$ cat src/rtl/alu_sequencer_if.sv
// Bundles the fetch-side instruction handshake, the OUT port, the ALU control/result bus and status.
// Purely combinational wiring; no latency of its own.
// Handshake is valid/ready on the instruction side; the ALU side has no flow control.
interface alu_sequencer_if #(
    parameter int DW  = 8,
    parameter int RAW = 2
);
    localparam int IW = 4 + 2 * RAW;

    // instruction handshake from fetch
    logic          instr_valid;
    logic          instr_ready;
    logic [IW-1:0] instr;
    logic [DW-1:0] in_data;

    // OUT instruction result
    logic          out_valid;
    logic [DW-1:0] out_data;

    // ALU controls and operands
    logic          alu_M;
    logic [3:0]    alu_se;
    logic [DW-1:0] alu_S;
    logic [DW-1:0] alu_D;

    // ALU results
    logic [DW-1:0] alu_T;
    logic          alu_Cf;
    logic          alu_Zf;

    // architectural status
    logic          cf;
    logic          zf;
    logic          busy;
    logic          illegal;

    // sequencer view
    modport slave (
        input  instr_valid, instr, in_data, alu_T, alu_Cf, alu_Zf,
        output instr_ready, out_valid, out_data, alu_M, alu_se, alu_S, alu_D,
               cf, zf, busy, illegal
    );

    // fetch / ALU / observer view
    modport master (
        output instr_valid, instr, in_data, alu_T, alu_Cf, alu_Zf,
        input  instr_ready, out_valid, out_data, alu_M, alu_se, alu_S, alu_D,
               cf, zf, busy, illegal
    );
endinterface

$ cat src/rtl/alu_sequencer.sv
// Multi-cycle control unit for the 8-bit ALU: accept, EXEC (drive ALU), WB (write Rd / flags).
// Latency 3 cycles per instruction (accept edge -> EXEC -> WB -> IDLE), no overlap.
// instr_ready only in IDLE and out of reset; a held instr_valid simply waits for the next IDLE.
module alu_sequencer #(
    parameter int DW  = 8,
    parameter int RAW = 2
) (
    input  logic            clk,
    input  logic            rst,
    alu_sequencer_if.slave  bus
);
    localparam int IW   = 4 + 2 * RAW;
    localparam int NREG = 2 ** RAW;

    localparam logic [3:0] OP_MOV   = 4'b0000;
    localparam logic [3:0] OP_IN    = 4'b0001;
    localparam logic [3:0] OP_PSD_A = 4'b0100;
    localparam logic [3:0] OP_NOT   = 4'b0101;
    localparam logic [3:0] OP_SUB   = 4'b0110;
    localparam logic [3:0] OP_ADD   = 4'b1001;
    localparam logic [3:0] OP_PSD_B = 4'b1010;
    localparam logic [3:0] OP_AND   = 4'b1011;
    localparam logic [3:0] OP_MOVS  = 4'b1100;
    localparam logic [3:0] OP_OUT   = 4'b1111;

    typedef enum logic [1:0] {
        S_IDLE = 2'd0,
        S_EXEC = 2'd1,
        S_WB   = 2'd2
    } state_t;

    state_t state_q, state_d;

    // latched instruction
    logic [3:0]     op_q;
    logic [RAW-1:0] rs_q;
    logic [RAW-1:0] rd_q;
    logic [DW-1:0]  in_q;

    // EXEC -> WB staging
    logic [DW-1:0]  res_q;
    logic           cf_stg;
    logic           zf_stg;

    // architectural state
    logic [DW-1:0]  regs [NREG];
    logic           cf_q;
    logic           zf_q;
    logic [DW-1:0]  out_data_q;

    // register file read ports, addressed by the latched instruction
    logic [DW-1:0]  rs_val;
    logic [DW-1:0]  rd_val;

    // decoded controls for the latched opcode
    logic           use_alu;
    logic           dec_M;
    logic [3:0]     dec_se;
    logic           wr_alu;
    logic           wr_in;
    logic           upd_flags;
    logic           is_out;
    logic           is_illegal;

    logic           accept;

    assign accept = bus.instr_valid && bus.instr_ready;
    assign rs_val = regs[rs_q];
    assign rd_val = regs[rd_q];

    // Decode the latched opcode into ALU controls and write-back actions.
    always_comb begin
        use_alu    = 1'b0;
        dec_M      = 1'b0;
        dec_se     = 4'b0000;
        wr_alu     = 1'b0;
        wr_in      = 1'b0;
        upd_flags  = 1'b0;
        is_out     = 1'b0;
        is_illegal = 1'b0;
        case (op_q)
            OP_MOV: begin
                use_alu = 1'b1;
                wr_alu  = 1'b1;
            end
            OP_MOVS, OP_NOT, OP_PSD_A, OP_PSD_B: begin
                use_alu = 1'b1;
                dec_M   = 1'b1;
                dec_se  = op_q;
                wr_alu  = 1'b1;
            end
            OP_ADD, OP_SUB, OP_AND: begin
                use_alu   = 1'b1;
                dec_M     = 1'b1;
                dec_se    = op_q;
                wr_alu    = 1'b1;
                upd_flags = 1'b1;
            end
            OP_IN: begin
                wr_in = 1'b1;
            end
            OP_OUT: begin
                is_out = 1'b1;
            end
            default: begin
                is_illegal = 1'b1;
            end
        endcase
    end

    // State register; reset aborts any in-flight instruction.
    always_ff @(posedge clk) begin
        if (rst) begin
            state_q <= S_IDLE;
        end else begin
            state_q <= state_d;
        end
    end

    // Next-state: fixed three-step walk once an instruction is accepted.
    always_comb begin
        state_d = state_q;
        case (state_q)
            S_IDLE:  if (accept) state_d = S_EXEC;
            S_EXEC:  state_d = S_WB;
            S_WB:    state_d = S_IDLE;
            default: state_d = S_IDLE;
        endcase
    end

    // Outputs: ALU bus is only non-zero in EXEC, pulses only in WB and never during reset.
    always_comb begin
        bus.instr_ready = (state_q == S_IDLE) && !rst;
        bus.busy        = (state_q != S_IDLE);
        bus.alu_M       = 1'b0;
        bus.alu_se      = 4'b0000;
        bus.alu_S       = '0;
        bus.alu_D       = '0;
        bus.out_valid   = 1'b0;
        bus.illegal     = 1'b0;
        if (state_q == S_EXEC && use_alu) begin
            bus.alu_M  = dec_M;
            bus.alu_se = dec_se;
            bus.alu_S  = rs_val;
            bus.alu_D  = rd_val;
        end
        if (state_q == S_WB && !rst) begin
            bus.out_valid = is_out;
            bus.illegal   = is_illegal;
        end
    end

    assign bus.cf       = cf_q;
    assign bus.zf       = zf_q;
    assign bus.out_data = out_data_q;

    // Latch the instruction fields and the IN operand on the accept edge.
    always_ff @(posedge clk) begin
        if (rst) begin
            op_q <= 4'b0000;
            rs_q <= '0;
            rd_q <= '0;
            in_q <= '0;
        end else if (accept) begin
            op_q <= bus.instr[IW-1 -: 4];
            rs_q <= bus.instr[RAW +: RAW];
            rd_q <= bus.instr[RAW-1:0];
            in_q <= bus.in_data;
        end
    end

    // Closing edge of EXEC: stage ALU result/flags; OUT loads out_data so it is valid during WB.
    always_ff @(posedge clk) begin
        if (rst) begin
            res_q      <= '0;
            cf_stg     <= 1'b0;
            zf_stg     <= 1'b0;
            out_data_q <= '0;
        end else if (state_q == S_EXEC) begin
            res_q  <= bus.alu_T;
            cf_stg <= bus.alu_Cf;
            zf_stg <= bus.alu_Zf;
            if (is_out) begin
                out_data_q <= rs_val;
            end
        end
    end

    // Closing edge of WB: commit Rd and, for ADD/SUB/AND, the flags taken verbatim from the ALU.
    always_ff @(posedge clk) begin
        if (rst) begin
            for (int i = 0; i < NREG; i++) begin
                regs[i] <= '0;
            end
            cf_q <= 1'b0;
            zf_q <= 1'b0;
        end else if (state_q == S_WB) begin
            if (wr_alu) begin
                regs[rd_q] <= res_q;
            end else if (wr_in) begin
                regs[rd_q] <= in_q;
            end
            if (upd_flags) begin
                cf_q <= cf_stg;
                zf_q <= zf_stg;
            end
        end
    end
endmodule

$ cat src/flat_wrapper.sv
// flat-port wrapper written by rule: the top's interface ports become plain ports
module alu_sequencer_flat 
#(
    parameter int DW  = 8,
    parameter int RAW = 2
)
  (clk, rst, bus_instr_valid, bus_instr, bus_in_data, bus_alu_T, bus_alu_Cf, bus_alu_Zf, bus_instr_ready, bus_out_valid, bus_out_data, bus_alu_M, bus_alu_se, bus_alu_S, bus_alu_D, bus_cf, bus_zf, bus_busy, bus_illegal);
  alu_sequencer_if #(.DW(DW), .RAW(RAW)) bus_i ();
  input  logic clk;
  input  logic rst;
  input wire logic [$bits(bus_i.instr_valid)-1:0] bus_instr_valid;
  input wire logic [$bits(bus_i.instr)-1:0] bus_instr;
  input wire logic [$bits(bus_i.in_data)-1:0] bus_in_data;
  input wire logic [$bits(bus_i.alu_T)-1:0] bus_alu_T;
  input wire logic [$bits(bus_i.alu_Cf)-1:0] bus_alu_Cf;
  input wire logic [$bits(bus_i.alu_Zf)-1:0] bus_alu_Zf;
  output wire logic [$bits(bus_i.instr_ready)-1:0] bus_instr_ready;
  output wire logic [$bits(bus_i.out_valid)-1:0] bus_out_valid;
  output wire logic [$bits(bus_i.out_data)-1:0] bus_out_data;
  output wire logic [$bits(bus_i.alu_M)-1:0] bus_alu_M;
  output wire logic [$bits(bus_i.alu_se)-1:0] bus_alu_se;
  output wire logic [$bits(bus_i.alu_S)-1:0] bus_alu_S;
  output wire logic [$bits(bus_i.alu_D)-1:0] bus_alu_D;
  output wire logic [$bits(bus_i.cf)-1:0] bus_cf;
  output wire logic [$bits(bus_i.zf)-1:0] bus_zf;
  output wire logic [$bits(bus_i.busy)-1:0] bus_busy;
  output wire logic [$bits(bus_i.illegal)-1:0] bus_illegal;
  assign bus_i.instr_valid = bus_instr_valid;
  assign bus_i.instr = bus_instr;
  assign bus_i.in_data = bus_in_data;
  assign bus_i.alu_T = bus_alu_T;
  assign bus_i.alu_Cf = bus_alu_Cf;
  assign bus_i.alu_Zf = bus_alu_Zf;
  assign bus_instr_ready = bus_i.instr_ready;
  assign bus_out_valid = bus_i.out_valid;
  assign bus_out_data = bus_i.out_data;
  assign bus_alu_M = bus_i.alu_M;
  assign bus_alu_se = bus_i.alu_se;
  assign bus_alu_S = bus_i.alu_S;
  assign bus_alu_D = bus_i.alu_D;
  assign bus_cf = bus_i.cf;
  assign bus_zf = bus_i.zf;
  assign bus_busy = bus_i.busy;
  assign bus_illegal = bus_i.illegal;
  alu_sequencer #(.DW(DW), .RAW(RAW)) u_core (.clk(clk), .rst(rst), .bus(bus_i));
endmodule
$ cat config.mk
export PLATFORM = sky130hd
export DESIGN_NAME = alu_sequencer_flat
export DESIGN_NICKNAME = d
export VERILOG_FILES = /design/src/rtl/alu_sequencer_if.sv /design/src/rtl/alu_sequencer.sv /design/src/flat_wrapper.sv
export SDC_FILE = /design/constraint.sdc
export NUM_CORES = 1
export LEC_CHECK = 0
export CORE_MARGIN = 4
export CORE_UTILIZATION = 35
export DETAILED_ROUTE_END_ITERATION = 12
export GPL_TIMING_DRIVEN = 0
export PLACE_DENSITY = 0.6
export SYNTH_ARGS = -nofsm -noshare
export SYNTH_HDL_FRONTEND = slang
export SYNTH_SLANG_ARGS = --single-unit
$ cat constraint.sdc
create_clock -name clk -period 2.9 [get_ports clk]
set_clock_uncertainty 0.2 [all_clocks]
set_input_delay 0.725 -clock clk [delete_from_list [all_inputs] [get_ports clk]]
set_output_delay 0.725 -clock clk [all_outputs]
set_load 0.005 [all_outputs]
==> results of run 1 <==
==> logic make-up after synthesis <==
family	after synthesis	share of synthesized area
flops	74	0.520
buf+inv	25	0.0368
simple gates	150	0.209
compound gates	48	0.0986
mux	25	0.130
xor+xnor	1	0.00253
fa+ha+maj	1	0.00325
==> cell usage in the layout, fill, tap and decap left out, drive strengths merged, types with 16 or more instances in the layout <==
cell type	synthesis	final
clkdlybuf4s50	0	40
edfxtp	32	32
nand2	71	71
dfxtp	42	42
nor2	38	38
a21oi	20	20
buf	12	38
nor2b	17	17
o21ai	18	18
mux4	16	16
clkbuf	9	20
==> layout make-up <==
cell class / instances / area share
Sequential cell: 74 / 0.390
Multi-Input combinational cell: 225 / 0.347
Timing Repair Buffer: 80 / 0.156
Tap cell: 133 / 0.0357
Clock buffer: 10 / 0.0320
Buffer: 18 / 0.0250
Clock inverter: 6 / 0.0110
Inverter: 4 / 0.00403
==> metrics by stage <==
| stage | cell area [sq um] | utilization | setup WS [ps] | std cells |
|---|---|---|---|---|
| CTS | 4580 | 0.471 | -99.6 | 548 |
| finish | 4660 | 0.479 | 67.4 | 550 |
| detailed placement | 4250 | 0.437 | -78.1 | 519 |
| global route | 4660 | 0.479 | -21.1 | 550 |
| global placement | 4250 | 0.437 | -77.5 | 519 |
| floorplan | 3470 | - | 338 | 324 |
==> cell usage after synthesis, types with 2 or more instances <==
cell type  count
clkbuf_1       8
buf_4          3
a21oi_1       20
buf_6          2
mux4_2        16
nor3_2         2
buf_2          5
edfxtp_1      32
nor2_1        36
buf_1          2
and2b_1        2
nand4_1        2
mux2i_1        9
nor2b_1       17
or2_2          2
o21ai_4        2
nand2_1       71
dfxtp_1       42
and2_1         5
o31ai_1        4
nand2b_1       3
inv_1          2
o21ai_0       14
==> flip-flops by register name, summed over array words and instances (netlist names), named ones only <==
register             count
u_core.res_q             8
u_core.rs_q              2
u_core.op_q              4
u_core.bus.cf            1
u_core.rd_q              2
u_core.zf_stg            1
u_core.regs             32
u_core.state_q           2
u_core.bus.zf            1
u_core.in_q              8
u_core.bus.out_data      8
u_core.cf_stg            1
==> critical path: cells and delay by family, from the launching register on <==
family	cells	cell delay (ps)
buffers and inverters	4	540
and+or+nand+nor	2	110
DFF	1	370
AOI/OAI and AO/OA	2	530
==> worst max path at each step <==
stage / from / end / slack (ps) / cells past startpoint
2_1_floorplan: rst / u_core.regs[3][0]$_DFFE_PP_ / 340 / 5
5_1_grt: u_core.op_q[1]$_SDFFE_PP0P_ / bus_alu_S[6] / -20 / 8
4_1_cts: u_core.op_q[1]$_SDFFE_PP0P_ / bus_alu_se[1] / -100 / 6
3_3_place_gp: rst / bus_illegal / -80 / 5
6_report: u_core.op_q[1]$_SDFFE_PP0P_ / bus_alu_S[6] / 70 / 8
3_5_place_dp: u_core.op_q[1]$_SDFFE_PP0P_ / bus_alu_D[6] / -80 / 7
==> power groups by stage <==
stage               Sequential (uW)  Clock [uW]  Combinational (uW)
floorplan                      1170           0                 191
detailed placement             1180           0                 302
global placement               1180           0                 299
CTS                            1160         811                 333
finish                         1170         805                 336
global route                   1170         862                 365
==> routing by layer <==
| layer | up-vias | routed length (um) | global-route usage |
|---|---|---|---|
| met2 | 67 | 4480 | 0.265 |
| met4 | 0 | 17 | 0.0325 |
| met5 | - | 0 | 0 |
| met1 | 1249 | 3730 | 0.196 |
| met3 | 2 | 461 | 0.0426 |
| li1 | 1302 | - | - |
==> what timing repair did <==
item	4_1_cts	5_1_grt
hold endpoints to repair	0	0
pin swaps	3	9
setup endpoints to repair	23	21
gates resized for setup	76	22
setup buffers	13	7
==> impl_metrics.env, run 1 <==
export IMPL_cts_made_buffers=9
export IMPL_clock_sinks=74
export IMPL_fp_dieArea_sq_um=11600
export IMPL_viasPerCell=4.76
export IMPL_finalHoldViolCount=0
export IMPL_path_class="flop to primary output"
export IMPL_die_x_um=108
export IMPL_cp_slowest_stage_delay_ps=370
export IMPL_required_ps=1980
export IMPL_io_pins=64
export IMPL_critPathArrivalTime_ps=1910
export IMPL_whs_ps=255
export IMPL_regToRegStartpoint="u_core.op_q[0]$_SDFFE_PP0P_"
export IMPL_worstMarginPinSlew_ps=923
export IMPL_crit_path_frequent_cell="buf_6"
export IMPL_synth_edf_count=32
export IMPL_avgSynthCellArea_sq_um=10.7
export IMPL_core_sq_um=9730
export IMPL_cts_root_buf="clkbuf_8"
export IMPL_syn_inst=324
export IMPL_drv_slew=0
export IMPL_grt_max_degree=16
export IMPL_cts_tree="done"
export IMPL_critPathLaunchType="flop"
export IMPL_nets=441
export IMPL_dr_pass1_iters=4
export IMPL_wirelength_um=8690
export IMPL_ctsHoldBuffers=0
export IMPL_p_per_area_nw_per_um2=495
export IMPL_synth_top_area_frac=0.277
export IMPL_htreeDepth=3
export IMPL_grt_pass1_vias=2677
export IMPL_synth_seq_cells=74
export IMPL_dp_hpwl_um=6110
export IMPL_r2r_cells=6
export IMPL_syn_area_sq_um=3470
export IMPL_fp_dieH_um=108
export IMPL_vias=2620
export IMPL_finalPower_uw=2310
export IMPL_overflow=0
export IMPL_vdd_ir_drop_max_v=0.000279
export IMPL_final_antenna_net_count=0
export IMPL_pwr_share_clk=0.349
export IMPL_clk_pin_slew_ps=90
export IMPL_p_int_uw=1680
export IMPL_drtIter0Drc=80
export IMPL_async_flop_share=0
export IMPL_synthFlopType="dfxtp_1"
export IMPL_synth_area_leaders="edfxtp_1 (28%), dfxtp_1 (24%), mux4_2 (10%), nand2_1 (7.7%), nor2_1 (3.9%)"
export IMPL_clkLatencyLatePin_ps=350
export IMPL_wl_per_cell_um=15.8
export IMPL_worstPathMaxFanout=7
export IMPL_rows=36
export IMPL_yosysWarnings=0
export IMPL_p_sw_frac=0.271
export IMPL_track_usage=0.155
export IMPL_endpoint_kind="primary output"
export IMPL_slew_headroom=0.381
export IMPL_cp_slowest_cell="dfxtp_4"
export IMPL_nFillCells=937
export IMPL_outcome="completed"
export IMPL_p_sw_uw=624
export IMPL_port_buffers=62
export IMPL_maxCapViolCount=0
export IMPL_drcViolationCount=0
export IMPL_place_congestion=0.779
export IMPL_hp_start="u_core.bus.out_data[2]$_SDFFE_PP0P_"
export IMPL_rsz0062_at_grt="true"
export IMPL_yosys_area_top_type="edfxtp_1"
export IMPL_multiInputGateArea_sq_um=1620
export IMPL_crit_chain="buf_4 > o21ai_4 > nor2_4 > o31ai_4 > buf_6 > buf_6 > nor2b_1 > buf_2"
export IMPL_min_to="u_core.bus.out_data[2]$_SDFFE_PP0P_"
export IMPL_fin_crit_sh=0.977
export IMPL_initial_utilization=0.356
export IMPL_min_period_ps=2830
export IMPL_cts_buffer_depth=2
export IMPL_ys_seq_area_frac=0.520
export IMPL_fin_setup_tns_ps=0
export IMPL_r2r_end="u_core.regs[3][5]$_DFFE_PP_"
export IMPL_syn_nets=353
export IMPL_p_leak_uw=0.00167
export IMPL_hold_class="flop to flop"
export IMPL_syn2layout_area_growth_pct=34.4
export IMPL_antennaDiodeCount=0
export IMPL_clock_fmax_mhz=353
export IMPL_drive_above_1_share=0.259
export IMPL_seq_area_sq_um=1810
export IMPL_pwr_share_comb=0.146
export IMPL_antenna_found_initial=0
export IMPL_r2r_slack_ps=240
export IMPL_grt_pass1_wl_um=13600
export IMPL_hold_path_depth=2
export IMPL_yosys_cell_types_count=46
export IMPL_setup_violations=0
export IMPL_pwr_share_seq=0.506
Power figures use the tool's default switching activity.
==> inputs of run 2 (changes only) <==
Settings changed: CORE_MARGIN 4 to 3, SETUP_SLACK_MARGIN set to 0.4.
==> run 2 against run 1 <==
  * Routed wire length fell by 3.1%
  * Sequential share of layout area is essentially flat
  * Die area fell by 3.7%
  * Register-to-register slack better by 350 ps
  * Critical path type unchanged
  * Critical endpoint is now bus_alu_S[3]
  * Largest power group unchanged
==> impl_metrics.env, run 2 (synthesis results as in run 1) <==
export IMPL_clock_fmax_mhz=354
export IMPL_die_x_um=106
export IMPL_fin_crit_sh=0.974
export IMPL_largest_register="u_core.regs"
export IMPL_slew_headroom=0.539
export IMPL_r2r_cells=5
export IMPL_cp_slowest_stage_delay_ps=360
export IMPL_io_pins=64
export IMPL_post_route_util=0.493
export IMPL_nFillCells=906
export IMPL_r2r_end="u_core.regs[3][7]$_DFFE_PP_"
export IMPL_track_usage=0.153
export IMPL_p_leak_uw=0.00159
export IMPL_min_period_ps=2830
export IMPL_rows=35
export IMPL_dp_cells=515
export IMPL_maxCapViolCount=0
export IMPL_rsz0062_at_grt="true"
export IMPL_fp_dieArea_sq_um=11100
export IMPL_final_common_cell="nand2_1"
export IMPL_min_to="u_core.bus.out_data[2]$_SDFFE_PP0P_"
export IMPL_place_congestion=0.808
export IMPL_grt_pass1_vias=2510
export IMPL_path_class="flop to primary output"
export IMPL_hold_class="flop to flop"
export IMPL_worstMarginPinSlew_ps=692
export IMPL_final_cell_mix="nand2_1 (71), clkdlybuf4s50_1 (39), dfxtp_1 (38)"
export IMPL_cts_made_buffers=9
export IMPL_cts_buffer_depth=2
export IMPL_p_sw_uw=594
export IMPL_regToRegStartpoint="u_core.state_q[1]$_SDFFE_PP0P_"
export IMPL_critPathLaunchType="flop"
export IMPL_clock_sinks=74
export IMPL_drcViolationCount=0
export IMPL_pwr_share_seq=0.494
export IMPL_initial_utilization=0.368
export IMPL_dr_pass1_iters=4
export IMPL_overflow=0
export IMPL_port_buffers=62
export IMPL_cts_tree="done"
export IMPL_final_antenna_net_count=0
export IMPL_hp_start="u_core.bus.out_data[2]$_SDFFE_PP0P_"
export IMPL_critPathArrivalTime_ps=1900
export IMPL_setup_violations=0
export IMPL_drtIter0Drc=87
export IMPL_crit_chain="buf_6 > nand2b_4 > o32ai_4 > o31ai_4 > buf_4 > nor2b_1 > dlygate4sd2_1"
export IMPL_grt_pass1_wl_um=13300
export IMPL_required_ps=1980
export IMPL_path_buf_inv=3
export IMPL_drv_slew=0
export IMPL_worstPathMaxFanout=10
export IMPL_dp_hpwl_um=5890
export IMPL_clkLatencyLatePin_ps=340
export IMPL_p_sw_frac=0.254
export IMPL_pwr_share_clk=0.363
export IMPL_core_sq_um=9420
export IMPL_nets=439
export IMPL_finalHoldViolCount=0
export IMPL_antennaDiodeCount=0
export IMPL_cp_slowest_cell="dfxtp_2"
export IMPL_htreeDepth=3
export IMPL_viasPerCell=4.70
export IMPL_drive_above_1_share=0.275
export IMPL_cts_root_buf="clkbuf_8"
export IMPL_syn2layout_area_growth_pct=33.8
export IMPL_fin_cells=544
export IMPL_antenna_found_initial=0
export IMPL_p_per_area_nw_per_um2=505
export IMPL_wl_per_cell_um=15.5
export IMPL_endpoint_kind="primary output"
export IMPL_crit_family="buffers and inverters"
export IMPL_p_int_uw=1750
export IMPL_pwr_share_comb=0.143
export IMPL_fp_dieH_um=106
export IMPL_hold_path_depth=2
export IMPL_vdd_ir_drop_max_v=0.000211
export IMPL_vias=2559
export IMPL_largest_reg_flops=32
export IMPL_wirelength_um=8420
export IMPL_outcome="completed"
export IMPL_cp_depth=7
export IMPL_r2r_slack_ps=590
export IMPL_grt_max_degree=14
export IMPL_clk_pin_slew_ps=80
export IMPL_ctsHoldBuffers=0
[run 2: tightest hold or removal path, cell delays in order, from the launching register on]
cell and delay (ps):
dfxtp_1 310, nand2_1 50, a21oi_1 50
[run 2: worst max-delay path by stage]
stage / start / to
after floorplan: rst / u_core.regs[3][0]$_DFFE_PP_
final: u_core.op_q[0]$_SDFFE_PP0P_ / bus_alu_S[3]
after detailed placement: rst / bus_illegal
after CTS: u_core.op_q[1]$_SDFFE_PP0P_ / bus_alu_S[6]
after global routing: u_core.op_q[0]$_SDFFE_PP0P_ / bus_alu_D[7]
after global placement: rst / bus_illegal
[run 2: repair_timing]
item	in CTS	in global routing
pin swaps	10	3
endpoints found under the setup margin	23	31
resized for setup	105	7
setup buffers	9	4
[run 2: layout make-up]
type                    instances  area [sq um]  area share
plain buffers                  21           149      0.0321
multi-input cells             225          1620       0.350
inverters                       4          17.5     0.00378
flip-flops and latches         74          1810       0.390
repair buffers                 75           666       0.144
clock inverters                 5          60.1      0.0129
well taps                     129           161      0.0348
clock buffers                  11           151      0.0326
[run 2: metrics by stage]
step	power [uW]	setup WS (ps)	hold WS (ps)	area (sq um)	TNS, ps
6_report	2340	74.9	255	4640	0
2_1_floorplan	1360	498	236	3470	0
3_3_place_gp	1480	-70.6	242	4250	-120
3_5_place_dp	1480	-64.9	247	4250	-275
4_1_cts	2350	58.6	257	4590	0
5_1_grt	2430	12.1	278	4640	0
[run 2: metal layers]
| layer | track usage | wire [um] |
|---|---|---|
| met4 | 0.0583 | 90 |
| met3 | 0.0263 | 368 |
| met1 | 0.199 | 3900 |
| met5 | 0 | 0 |
| met2 | 0.255 | 4060 |
[run 2: power by group through the flow]
stage / clock network, uW / registers [uW] / logic (uW)
after floorplan: 0 / 1170 / 191
after global placement: 0 / 1180 / 298
after detailed placement: 0 / 1180 / 300
after CTS: 865 / 1160 / 326
after global routing: 908 / 1160 / 363
final: 849 / 1160 / 335
==> inputs of run 3 (changes only) <==
Settings changed: PLACE_DENSITY 0.6 to not set, PLACE_DENSITY_LB_ADDON set to 0.1.
==> run 3 against run 2 <==
  * Via count rose by 6.2%
  * First-iteration DRC count is 3.4% lower
  * Routed wire length is 9.7% higher
  * Critical path depth up 2
  * Combinational power grew 16%
  * Global-route usage is 1.6 points higher
  * Highest routed layer unchanged
==> impl_metrics.env, run 3 (synthesis results as in run 1) <==
export IMPL_outcome="completed"
export IMPL_dp_hpwl_um=6000
export IMPL_drtIter0Drc=84
export IMPL_initial_utilization=0.368
export IMPL_regToRegStartpoint="u_core.op_q[1]$_SDFFE_PP0P_"
export IMPL_grt_pass1_wl_um=14500
export IMPL_place_area_sq_um=4250
export IMPL_rsz0062_at_grt="true"
export IMPL_antenna_found_initial=0
export IMPL_fin_crit_sh=0.994
export IMPL_clkLatencyLatePin_ps=350
export IMPL_port_buffers=62
export IMPL_cts_made_buffers=9
export IMPL_critPathLaunchType="flop"
export IMPL_p_per_area_nw_per_um2=479
export IMPL_wl_met3_um=379
export IMPL_design_area_sq_um=4910
export IMPL_r2r_cells=10
export IMPL_r2r_end="u_core.regs[1][3]$_SDFFCE_PN0P_"
export IMPL_cts_root_buf="clkbuf_8"
export IMPL_endpoint="bus_alu_D[0]"
export IMPL_routed_top_layer="met4"
export IMPL_vias=2717
export IMPL_dr_wl_met2_um=4640
export IMPL_drv_slew=0
export IMPL_clock_sinks=74
export IMPL_clk_pin_slew_ps=90
export IMPL_final_common_cell="nand2_1"
export IMPL_r2r_slack_ps=450
export IMPL_finalHoldViolCount=0
export IMPL_die_x_um=106
export IMPL_io_pins=64
export IMPL_dr_pass1_iters=4
export IMPL_hold_class="flop to flop"
export IMPL_fp_dieH_um=106
export IMPL_worstMarginPinSlew_ps=907
export IMPL_wl_per_cell_um=16.1
export IMPL_wirelength_um=9240
export IMPL_track_usage=0.169
export IMPL_nFillCells=872
export IMPL_startpoint="u_core.op_q[1]$_SDFFE_PP0P_"
export IMPL_path_class="flop to primary output"
export IMPL_finalPower_uw=2350
export IMPL_largest_reg_flops=32
export IMPL_nets=469
export IMPL_final_cell_mix="nand2_1 (68), dfxtp_1 (37), clkdlybuf4s50_1 (37)"
export IMPL_vdd_ir_drop_max_v=0.000190
export IMPL_largest_register="u_core.regs"
export IMPL_grt_pass1_vias=2809
export IMPL_viasPerCell=4.73
export IMPL_cts_buffer_depth=2
export IMPL_drcViolationCount=0
export IMPL_m1WireLength_um=4140
export IMPL_final_antenna_net_count=0
export IMPL_syn2layout_area_growth_pct=41.7
export IMPL_overflow=0
export IMPL_worstPathMaxFanout=6
export IMPL_cts_tree="done"
export IMPL_maxCapViolCount=0
export IMPL_slew_headroom=0.395
export IMPL_endpoint_kind="primary output"
export IMPL_critPathArrivalTime_ps=1960
export IMPL_grt_max_degree=16
export IMPL_fin_setup_tns_ps=0
export IMPL_core_sq_um=9420
export IMPL_min_period_ps=2880
export IMPL_fp_dieArea_sq_um=11100
export IMPL_antennaDiodeCount=0
export IMPL_p_leak_uw=0.00177
export IMPL_setup_violations=0
export IMPL_htreeDepth=3
export IMPL_clock_fmax_mhz=347
export IMPL_place_congestion=0.778
export IMPL_required_ps=1980
export IMPL_rows=35
export IMPL_drive_above_1_share=0.344
[run 3: cell count changes in the layout (fill, tap and decap cells not counted), moves of 4 or more]
| cell | delta |
|---|---|
| inv_6 | +4 |
| clkdlybuf4s15_2 | -7 |
| buf_4 | +18 |
| buf_6 | +16 |
| buf_2 | +8 |
[run 3: per-layer routing]
metal / up-vias / track usage
met4: 0 / 0.0583
met1: 1292 / 0.215
met5: - / 0
met3: 6 / 0.0251
met2: 63 / 0.293
li1: 1356 / -
[run 3: power by group]
part           switching, uW  leakage (uW)  total (uW)  internal, uW
Clock                    432     0.0000970         811           378
Sequential              25.1      0.000676        1150          1130
Combinational            185      0.000997         389           203
[run 3: how the worst min path moves through the flow]
stage,startpoint,to,slack (ps),depth (start not counted)
floorplan,u_core.in_q[0]$_SDFFE_PP0P_,u_core.in_q[0]$_SDFFE_PP0P_,240,2
global placement,u_core.bus.out_data[4]$_SDFFE_PP0P_,u_core.bus.out_data[4]$_SDFFE_PP0P_,240,2
detailed placement,u_core.res_q[5]$_SDFFE_PP0P_,u_core.res_q[5]$_SDFFE_PP0P_,250,2
CTS,u_core.res_q[5]$_SDFFE_PP0P_,u_core.res_q[5]$_SDFFE_PP0P_,260,2
global route,u_core.res_q[1]$_SDFFE_PP0P_,u_core.res_q[1]$_SDFFE_PP0P_,280,2
finish,u_core.bus.out_data[3]$_SDFFE_PP0P_,u_core.bus.out_data[3]$_SDFFE_PP0P_,260,2
[run 3: metrics by stage]
| stage | utilization | setup WS, ps | instances | hold WS (ps) |
|---|---|---|---|---|
| 6_report | 0.522 | 17.6 | 574 | 256 |
| 5_1_grt | 0.522 | -72.9 | 574 | 282 |
| 4_1_cts | 0.501 | -55.8 | 559 | 260 |
| 3_5_place_dp | 0.452 | -80.5 | 515 | 247 |
| 3_3_place_gp | 0.452 | -82.1 | 515 | 241 |
| 2_1_floorplan | - | 498 | 324 | 236 |
[run 3: cell type report]
type	count	area, sq um	area share
plain buffers	21	155	0.0316
clock buffers	10	149	0.0303
clock inverters	6	52.6	0.0107
inverters	4	20.0	0.00408
multi-input cells	225	1660	0.337
flip-flops and latches	74	1810	0.369
well taps	129	161	0.0329
repair buffers	105	903	0.184
[run 3: critical path, stage by stage, from the launching register on]
cell	delay [ps]
dfxtp_2	330
buf_6	130
and2b_1	180
o32ai_4	240
o31ai_4	130
buf_4	150
buf_6	120
buf_6	110
nor2b_1	100
buf_2	120
[run 3: what timing repair did]
action                                  CTS  global route
gates cloned                              1             0
gates resized for setup                 145            18
setup buffers                            27            15
pin swaps                                 9             9
hold buffers                              0             0
endpoints found under the setup margin   23            56
